==> config.mk <==
export PLATFORM = sky130hd
export DESIGN_NAME = bitstream_decode
export DESIGN_NICKNAME = d
export VERILOG_FILES = /design/src/rtl/bitstream_decode.sv
export SDC_FILE = /design/constraint.sdc
export NUM_CORES = 1
export LEC_CHECK = 0
export ABC_AREA = 1
export CAP_MARGIN = 20
export CORE_MARGIN = 2
export CORE_UTILIZATION = 49
export DETAILED_ROUTE_END_ITERATION = 10
export GPL_TIMING_DRIVEN = 1
export MAX_ROUTING_LAYER = met4
export PLACE_DENSITY = 0.75
export SETUP_SLACK_MARGIN = 0.1
export SYNTH_ARGS = -nofsm -noshare
export SYNTH_HDL_FRONTEND = slang
export SYNTH_SLANG_ARGS = --single-unit
==> constraint.sdc <==
create_clock -name clk -period 1.8 [get_ports clk]
set_input_delay 0.27 -clock clk [delete_from_list [all_inputs] [get_ports clk]]
set_output_delay 0.27 -clock clk [all_outputs]
set_load 0.1 [all_outputs]
==> src/rtl/bitstream_decode.sv <==
// Serial stochastic-bitstream decoder: counts ones over a BITSTREAM-bit frame and maps the
// count back to a QUANT-bit two's-complement value. Define BITSTREAM_DECODE_SAT_EN to saturate.
module bitstream_decode #(
  parameter int unsigned BITSTREAM = 64,
  parameter int unsigned QUANT     = 8
) (
  input  logic                         clk,
  input  logic                         rst,
  input  logic                         bit_valid,
  output logic                         bit_ready,
  input  logic                         bit_in,
  output logic                         out_valid,
  input  logic                         out_ready,
  output logic [$clog2(BITSTREAM):0]   out_quota,
  output logic [QUANT-1:0]             out_data
);

  localparam int unsigned CntW = $clog2(BITSTREAM);
  localparam int unsigned Sh   = QUANT - CntW;

  localparam logic [CntW-1:0] LastBit = CntW'(BITSTREAM - 1);
  localparam logic [QUANT:0]  Bias    = (QUANT + 1)'(1) << (QUANT - 1);

  if (BITSTREAM < 2 || (BITSTREAM & (BITSTREAM - 1)) != 0) begin : gen_bad_bitstream
    $error("BITSTREAM must be a power of two");
  end
  if (QUANT < CntW) begin : gen_bad_quant
    $error("QUANT must be at least log2(BITSTREAM)");
  end

  typedef enum logic {StCount, StHold} state_e;

  state_e                state_q, state_d;
  logic [CntW-1:0]       bit_cnt_q, bit_cnt_d;
  logic [CntW:0]         ones_q, ones_d;
  logic                  out_valid_q, out_valid_d;
  logic [CntW:0]         out_quota_q, out_quota_d;
  logic [QUANT-1:0]      out_data_q, out_data_d;

  logic [CntW:0]         ones_sum;
  logic [QUANT:0]        quota_ext;
  logic [QUANT:0]        dec_full;
  logic [QUANT-1:0]      dec_data;

  assign ones_sum  = ones_q + (CntW + 1)'(bit_in);
  assign quota_ext = (QUANT + 1)'(ones_sum);
  // One spare bit so a full frame (+BIAS) is representable before truncation.
  assign dec_full  = (quota_ext << Sh) - Bias;

`ifdef BITSTREAM_DECODE_SAT_EN
  // Only quota == BITSTREAM can exceed BIAS-1; that case lands exactly on +BIAS.
  always_comb begin
    dec_data = dec_full[QUANT-1:0];
    if (!dec_full[QUANT] && dec_full[QUANT-1]) begin
      dec_data = {1'b0, {(QUANT - 1){1'b1}}};
    end
  end
`else
  logic unused_dec_msb;
  assign unused_dec_msb = dec_full[QUANT];
  assign dec_data       = dec_full[QUANT-1:0];
`endif

  always_comb begin
    state_d     = state_q;
    bit_cnt_d   = bit_cnt_q;
    ones_d      = ones_q;
    out_valid_d = out_valid_q;
    out_quota_d = out_quota_q;
    out_data_d  = out_data_q;
    bit_ready   = 1'b0;
    unique case (state_q)
      StCount: begin
        bit_ready = 1'b1;
        if (bit_valid) begin
          bit_cnt_d = bit_cnt_q + CntW'(1);
          ones_d    = ones_sum;
          if (bit_cnt_q == LastBit) begin
            out_quota_d = ones_sum;
            out_data_d  = dec_data;
            out_valid_d = 1'b1;
            state_d     = StHold;
          end
        end
      end
      StHold: begin
        if (out_ready) begin
          out_valid_d = 1'b0;
          bit_cnt_d   = '0;
          ones_d      = '0;
          state_d     = StCount;
        end
      end
      default: state_d = StCount;
    endcase
  end

  always_ff @(posedge clk) begin
    if (rst) begin
      state_q     <= StCount;
      bit_cnt_q   <= '0;
      ones_q      <= '0;
      out_valid_q <= 1'b0;
      out_quota_q <= '0;
      out_data_q  <= '0;
    end else begin
      state_q     <= state_d;
      bit_cnt_q   <= bit_cnt_d;
      ones_q      <= ones_d;
      out_valid_q <= out_valid_d;
      out_quota_q <= out_quota_d;
      out_data_q  <= out_data_d;
    end
  end

  assign out_valid = out_valid_q;
  assign out_quota = out_quota_q;
  assign out_data  = out_data_q;

endmodule
### After elaboration in Yosys (flattened, before gate mapping)

Index checks and enable logic that the tools add are counted.

| storage, ports and cells | value |
|---|---|
| register bits after elaboration | 30 |
| input bits | 5 |
| output and inout bits | 17 |
| word-level logic and storage cells | 32 |

| operators by class | value |
|---|---|
| $add $sub $neg | 3 |
| eq/ne operators | 4 |
| muxes and demuxes | 15 |
| bitwise operators | 1 |
| reductions and logical operators | 3 |

Operators by type and width:

| kind | count |
|---|---|
| 7-bit 2-to-1 mux | 2 |
| 7-bit one-hot mux with 2 select lines | 1 |
| 6-bit 2-to-1 mux | 2 |
| 6-bit one-hot mux with 2 select lines | 1 |
| 8-bit subtractor (second input constant) | 1 |
| 7-bit by 1-bit adder with 7-bit output | 1 |
| 1-bit 2-to-1 mux | 7 |
| 6-bit by 1-bit adder with 6-bit output (second input constant) | 1 |
| 6-bit equality test (second input constant) | 1 |
| 2-bit != test (second input constant) | 3 |
| 3-bit AND reduction | 2 |
| 1-bit one-hot mux with 2 select lines | 2 |
| 2-bit AND reduction | 1 |
| 1-bit inverter | 1 |

### Logic depth before layout (Yosys ltp)

Gate-level depths: netlist of the first run.

| depth | value |
|---|---|
| depth in word-level cells | 4 |
| depth in mapped cells | 9 |
| gate-level depth less buffers | 9 |

### Worst setup path after synthesis of the first run

OpenSTA, ideal clock, no wires.

| path | value |
|---|---|
| path kind | register to output |
| from | reg out_quota_q[0] (netlist: out_quota[0]) |
| to | out out_quota[0] |
| data arrival time | 1374 ps |
| data required time | 1530 ps |
| slack | 156 ps |
| cell stages (with the launch flop) | 2 |
| cells stage by stage | dfxtp_1 > buf_4 |

RTL lines:

| element | RTL line | RTL |
|---|---|---|
| start, declared | 37 | `logic [CntW:0] out_quota_q, out_quota_d;` |
| start signal, assigned | 111 | `out_quota_q <= out_quota_d;` |
| end, declared | 14 | `output logic [$clog2(BITSTREAM):0] out_quota,` |

No word-level cell between the ends.

### Worst setup path after layout of the first run

| path | value |
|---|---|
| from | reg bit_cnt_q[0] |
| to | reg out_data_q[7] (netlist: out_data[7]) |

| on the way | value |
|---|---|
| cells in the longest elaborated chain, start to end | 2 |

RTL lines:

| element | RTL line | RTL |
|---|---|---|
| start, declared | 34 | `logic [CntW-1:0] bit_cnt_q, bit_cnt_d;` |
| start signal, assigned | 108 | `bit_cnt_q <= bit_cnt_d;` |
| 6-bit equality test | 78 | `if (bit_cnt_q == LastBit) begin` |
| 3-bit AND reduction (no source line) | n/a |  |
| end signal, assigned | 112 | `out_data_q <= out_data_d;` |
| end, declared | 38 | `logic [QUANT-1:0] out_data_q, out_data_d;` |

Every way passes these cells.
A chain may end at the register's enable or synchronous reset.

==> metrics, run 1 <==
status finished clean; post_cts resized 0; commonest non-fill, non-tap cells in the layout nand2_1 (34), dfxtp_1 (23), nor2_1 (20); Die W approximately 51 um; sequential fraction of the synthesis area 43.4%; overall routed net length between 2000 and 2500 um; RSZ-0062 raised after global routing false; Syn Std Cell Area 1060 um2; Critical-path top delay cell dfxtp_1; via count 930; fraction of layout instances using a drive strength above 1 20.5%; post-cts hold buffer count 0; most common cell after layout, fill and taps aside nand2_1; wire per inst between 10 and 15 um; Worst Path Buf+Inv 0; PortBufs 19; Layout fillers approximately 190; DR vias/cell 4.95; Max Slew Vio Count 0; CORE AREA about 2000 um2; CTS tree yes; Starting Density 53.0%; Setup TNS 0 ns; GRT Util Overall about 18%; Placed Cells incl. Taps 184; maximum vdd drop ~0.38 mV; R2R depth 6; Top Family by Delay on Critical Path simple AND/OR/NAND/NOR gates; LEAKAGE around 0.54 nW; htree depth 1; antenna violations before repair 0; Clock Sinks 23; global-route wire length before repair 3480 um; final net count 170; # DRC 0; Fmax 0.679 GHz; clock slew at reported path FFs 0.12 ns; Die Span Y about 50 um; Synth Register Bits 23; # Post-CTS Setup Buffers 0; gr ovfl total 0; Area contributors post-synth dfxtp_1 (43%), nand2_1 (12%), nor2_1 (7.1%), a21oi_1 (6.6%), buf_4 (5.0%); Max Cap Viol 0; Pwr Total 0.827 mW; Max Fanout on Critical Path 9; synthesized instance count 142; Initial DRT Pass Iterations 4; Clock Latency Late Sink 0.31 ns; IO Count 22; Max Buffers Root-to-Sink 2; Worst setup SP type flip-flop; Avg Synthesized Cell Area 7.47 um2; # setup viols final 0; critical-path cell list ha_1 > nand2_2 > nor3_4 > nand3_2 > nand2_1 > nor2_1; die area 2550 um2; final hold viol count 0; hold crit path type flip-flop to flip-flop; worst hold stages 2; slowest stage delay, CP 0.41 ns; RePlAce Congestion 0.858; Synth area leader dfxtp_1; Tmin final 1.47 ns; # rows 16; vias in the first global route 843; Final HPWL DP 1620 um; non-filler cells in the finished layout about 190; largest net degree at the start of global routing 15; Req. time, crit path just over 2 ns; antenna viol nets, final 0; Starting DRT DRC Count 9; Power per Cell Area ~660 nW/um2; Antenna Cells 0; Clock Tree Root clkbuf_4; Synthesis Warnings 0; Levels on crit path 6; post-route clock period utilization 81.8%; count of cell types in the netlist 21; clock skew 0.00429 ns; Crit Path Category flip-flop to flip-flop; area grow syn2layout 18.4%; CP Data Arrival Time about 1.7 ns; Hold Slack 0.471 ns; Synth top area share 43.4%; CTS Buf Count 3; final core occ 62.7%; Crit. End Element flip-flop
==> area by class of cell <==
class / instances / area [um2] / share of cell area (%)
clock buffer: 4 / 26.3 / 2.09
inverter: 11 / 41.3 / 3.29
multi-input combinational: 101 / 507 / 40.3
sequential: 23 / 460 / 36.7
tap: 27 / 33.8 / 2.69
timing repair buffer: 22 / 188 / 14.9
==> where the power goes <==
group | switching, mW | internal, mW | total [mW]
sequential | 0.00546 | 0.515 | 0.521
clock | 0.150 | 0.0865 | 0.237
combinational | 0.0480 | 0.0212 | 0.0692
==> cells in the mapped netlist <==
cell type	count
conb_1	1
inv_2	2
nor2_1	20
nand3_1	5
o21ai_1	1
clkbuf_1	1
xor2_1	4
dfxtp_1	23
o21ai_0	6
ha_1	3
nand2_2	4
nor2_2	2
nand3_2	2
a21oi_1	14
nor3_4	1
nand4_1	1
buf_4	7
nand2_1	34
nor3_1	1
a21oi_2	1
inv_1	9
==> per-stage QoR <==
| stage | setup WS, ns | cell area, um2 |
|---|---|---|
| finish | 0.328 | 1260 |
| floorplan | 0.156 | 1060 |
| CTS | 0.306 | 1260 |
| global placement | 0.121 | 1230 |
| global route | 0.192 | 1260 |
| detailed placement | 0.0530 | 1230 |
==> registers in the layout (all words and copies together) (netlist names) <==
name	cells
ones_q	7
out_quota	7
bit_cnt_q	6
out_data	1
out_valid	1
state_q	1
==> logic make-up after synthesis <==
logic type               count (synthesis)  share of synthesized area (%)
AO/OA/AOI/OAI                           22                           10.7
XOR/XNOR                                 4                           3.30
adder cells (fa/ha/maj)                  3                           3.54
buffers and inverters                   19                           9.20
flip-flops                              23                           43.4
other                                    1                          0.353
AND/OR/NAND/NOR                         70                           29.5
==> worst paths after layout <==
path                                   start          end  slack [ns]
worst min-delay path               out_valid    out_valid        0.47
worst max-delay path            bit_cnt_q[0]  out_data[7]        0.33
worst min register to register     out_valid    out_valid        0.47
worst max register to register  bit_cnt_q[0]  out_data[7]        0.33
==> worst register-to-register path: cells and delay by family (launching register included) <==
kind	cells	cell delay, ns
simple gates	5	0.76
flops	1	0.41
fa+ha+maj	1	0.21
==> routing by layer <==
metal | part of all wire [%] | track usage [%] | up-vias
li1 | - | - | 485
met1 | 43 | 20.7 | 432
met2 | 53 | 33.3 | 9
met3 | 2.3 | 3.57 | 4
met4 | 1.1 | 5.41 | 0
met5 | 0 | - | -
(Power assumes the default switching activity.)
==> inputs of run 2 (changes only) <==
--- a/config.mk
+++ b/config.mk
@@ -8,11 +8,11 @@
 export ABC_AREA = 1
 export CAP_MARGIN = 20
 export CORE_MARGIN = 2
-export CORE_UTILIZATION = 49
+export CORE_UTILIZATION = 44
 export DETAILED_ROUTE_END_ITERATION = 10
 export GPL_TIMING_DRIVEN = 1
 export MAX_ROUTING_LAYER = met4
-export PLACE_DENSITY = 0.75
+export PLACE_DENSITY = 0.71
 export SETUP_SLACK_MARGIN = 0.1
 export SYNTH_ARGS = -nofsm -noshare
 export SYNTH_HDL_FRONTEND = slang
==> constraint.sdc (replaced) <==
create_clock -name clk -period 1.2 [get_ports clk]
set_input_delay 0.18 -clock clk [delete_from_list [all_inputs] [get_ports clk]]
set_output_delay 0.18 -clock clk [all_outputs]
set_load 0.1 [all_outputs]
==> run 2 against run 1 <==
  * The run now ends with setup timing left
  * Sequential power up 48%
  * Die area is 10% higher
  * Via count up 14%
  * Clock skew is essentially flat
  * Global-route usage grew 3.4 points
  * Clock-buffer cell count unchanged
  * Core utilization rose by 17 points
  * Register-to-register slack worse by 0.41 ns
  * Setup slack got worse by 0.41 ns
  * Wire length is 44% higher
  * Design area is 43% higher
==> metrics, run 2 (same netlist as run 1, synthesis figures left out) <==
Max Slew Vio Count 0 (unchanged); clock skew 0.00417 ns (-0.000113 ns); RePlAce Congestion 0.794 (-7.4%); Antenna Cells 0 (unchanged); htree depth 1 (unchanged); Reg area 497 um2 (+7.9%); CTS Buf Count 3 (unchanged); # DRC 0 (unchanged); vias in the first global route 973 (+15%); Worst setup SP type flip-flop; antenna viol nets, final 0 (unchanged); Setup TNS -0.572 ns (-0.572 ns); status finished, violations left; PortBufs 19 (unchanged); global-route wire length before repair 4330 um (+25%); die area 2820 um2 (+10%); # rows 17 (+1); final net count 186 (+9.4%); clock slew at reported path FFs 0.12 ns (about the same); Layout fillers 147 (-22%); post-route clock period utilization 107% (+25 points); hold crit path type input port to flip-flop; multi-input logic area 682 um2 (+35%); GRT Util Overall 21.9% (+3.4 points); Max Buffers Root-to-Sink 2 (unchanged); Die W 53.1 um (+5.1%); CORE AREA 2250 um2 (+13%); LEAKAGE 0.735 nW (+35%); Final WS setup -0.0783 ns (-0.406 ns); CP Data Arrival Time 1.54 ns (-0.15 ns); Req. time, crit path 1.46 ns (-0.56 ns); Tmin final 1.28 ns (-0.194 ns); final core occ 79.8% (+17 points); Final HPWL DP 1990 um (+23%); via count 1060 (+14%); Crit. End Element flip-flop; IO Count 22 (unchanged); Clock Latency Late Sink 0.32 ns (about the same); fraction of layout instances using a drive strength above 1 50.3% (+30 points); Hold Slack 0.414 ns (-0.0563 ns); dpl ws -0.410 ns (-0.463 ns); wire per inst 14.8 um (+32%); Crit Path Category flip-flop to flip-flop; maximum vdd drop 0.675 mV (+78%); commonest non-fill, non-tap cells in the layout nand2_1 (26), nor2_1 (16), buf_12 (15); Starting Density 47.1% (-5.9 points); CTS tree yes; largest net degree at the start of global routing 15 (unchanged); Fmax 0.782 GHz (+15%); DR vias/cell 5.17 (+4.5%); # setup viols final 13 (+13); flop-to-flop setup slack -0.08 ns (-0.41 ns); most common cell after layout, fill and taps aside nand2_1; antenna violations before repair 0 (unchanged); failing checks setup timing; Power per Cell Area 721 nW/um2 (+9.5%); overall routed net length 3040 um (+44%); Max Cap Viol 0 (unchanged); Die Span Y 53.1 um (+5.1%); final hold viol count 0 (unchanged); RSZ-0062 raised after global routing true; gr ovfl total 0 (unchanged); Clock Sinks 23 (unchanged); Starting DRT DRC Count 34 (+25); area grow syn2layout 69.6%; Clock Tree Root clkbuf_4; Max Fanout on Critical Path 2 (-7); Pwr Total 1.30 mW (+57%); Initial DRT Pass Iterations 4 (unchanged)
## run 2: changes by cell type in the layout (fill, tap and decap cells not counted), moves of 5 or more
cell | before | now
nand2_1 | 34 | 26
buf_12 | 1 | 15
nand2_4 | 0 | 5
buf_4 | 17 | 12
dfxtp_1 | 23 | 8
dfxtp_2 | 0 | 8
o21ai_0 | 6 | 1
dfxtp_4 | 0 | 7
buf_6 | 0 | 7
## run 2: metrics by stage
stage,instance area [um2],cells
after global routing,1800,205
final,1800,205
after detailed placement,1600,198
after floorplan,1160,143
after CTS,1670,203
after global placement,1600,198
## run 2: power by group
group	internal (mW)	switching, mW	leakage, nW
combinational	0.0680	0.0980	0.524
sequential	0.760	0.0112	0.195
clock	0.130	0.230	0.0150
## run 2: worst max-delay path: stages, from the launching register on
cell,delay (ns)
dfxtp_2,0.37
ha_4,0.15
ha_4,0.14
nand2_4,0.06
nor2_4,0.12
xor2_2,0.17
nand2_1,0.09
a21oi_2,0.11
## run 2: path summary, 6_finish.rpt
path	from	cells past startpoint	end
hold / removal	bit_in	4	out_quota[0]
setup / recovery	ones_q[0]	7	ones_q[4]
setup reg to reg	ones_q[0]	7	ones_q[4]
hold reg to reg	out_valid	2	out_valid
## run 2: final cells by class
type	instances	area share, %
Clock buffer	4	1.46
Tap cell	28	1.95
Timing Repair Buffer	38	28.2
Sequential cell	23	27.6
Inverter	11	2.85
Multi-Input combinational cell	101	37.9
## run 2: routing by layer
| layer | GRT usage [%] | vias up | share of wire [%] |
|---|---|---|---|
| li1 | - | 515 | - |
| met1 | 23.8 | 513 | 36 |
| met2 | 40.0 | 22 | 58 |
| met3 | 5.37 | 10 | 3.9 |
| met4 | 5.13 | 0 | 1.8 |
| met5 | - | - | 0 |
## run 2: timing repair
item                                    4_1_cts  5_1_grt
cloned                                        0        0
resized for setup                            15       28
setup buffers                                 1        2
pin swaps                                    13       17
endpoints found under the setup margin       18       33
hold buffers                                  0        0
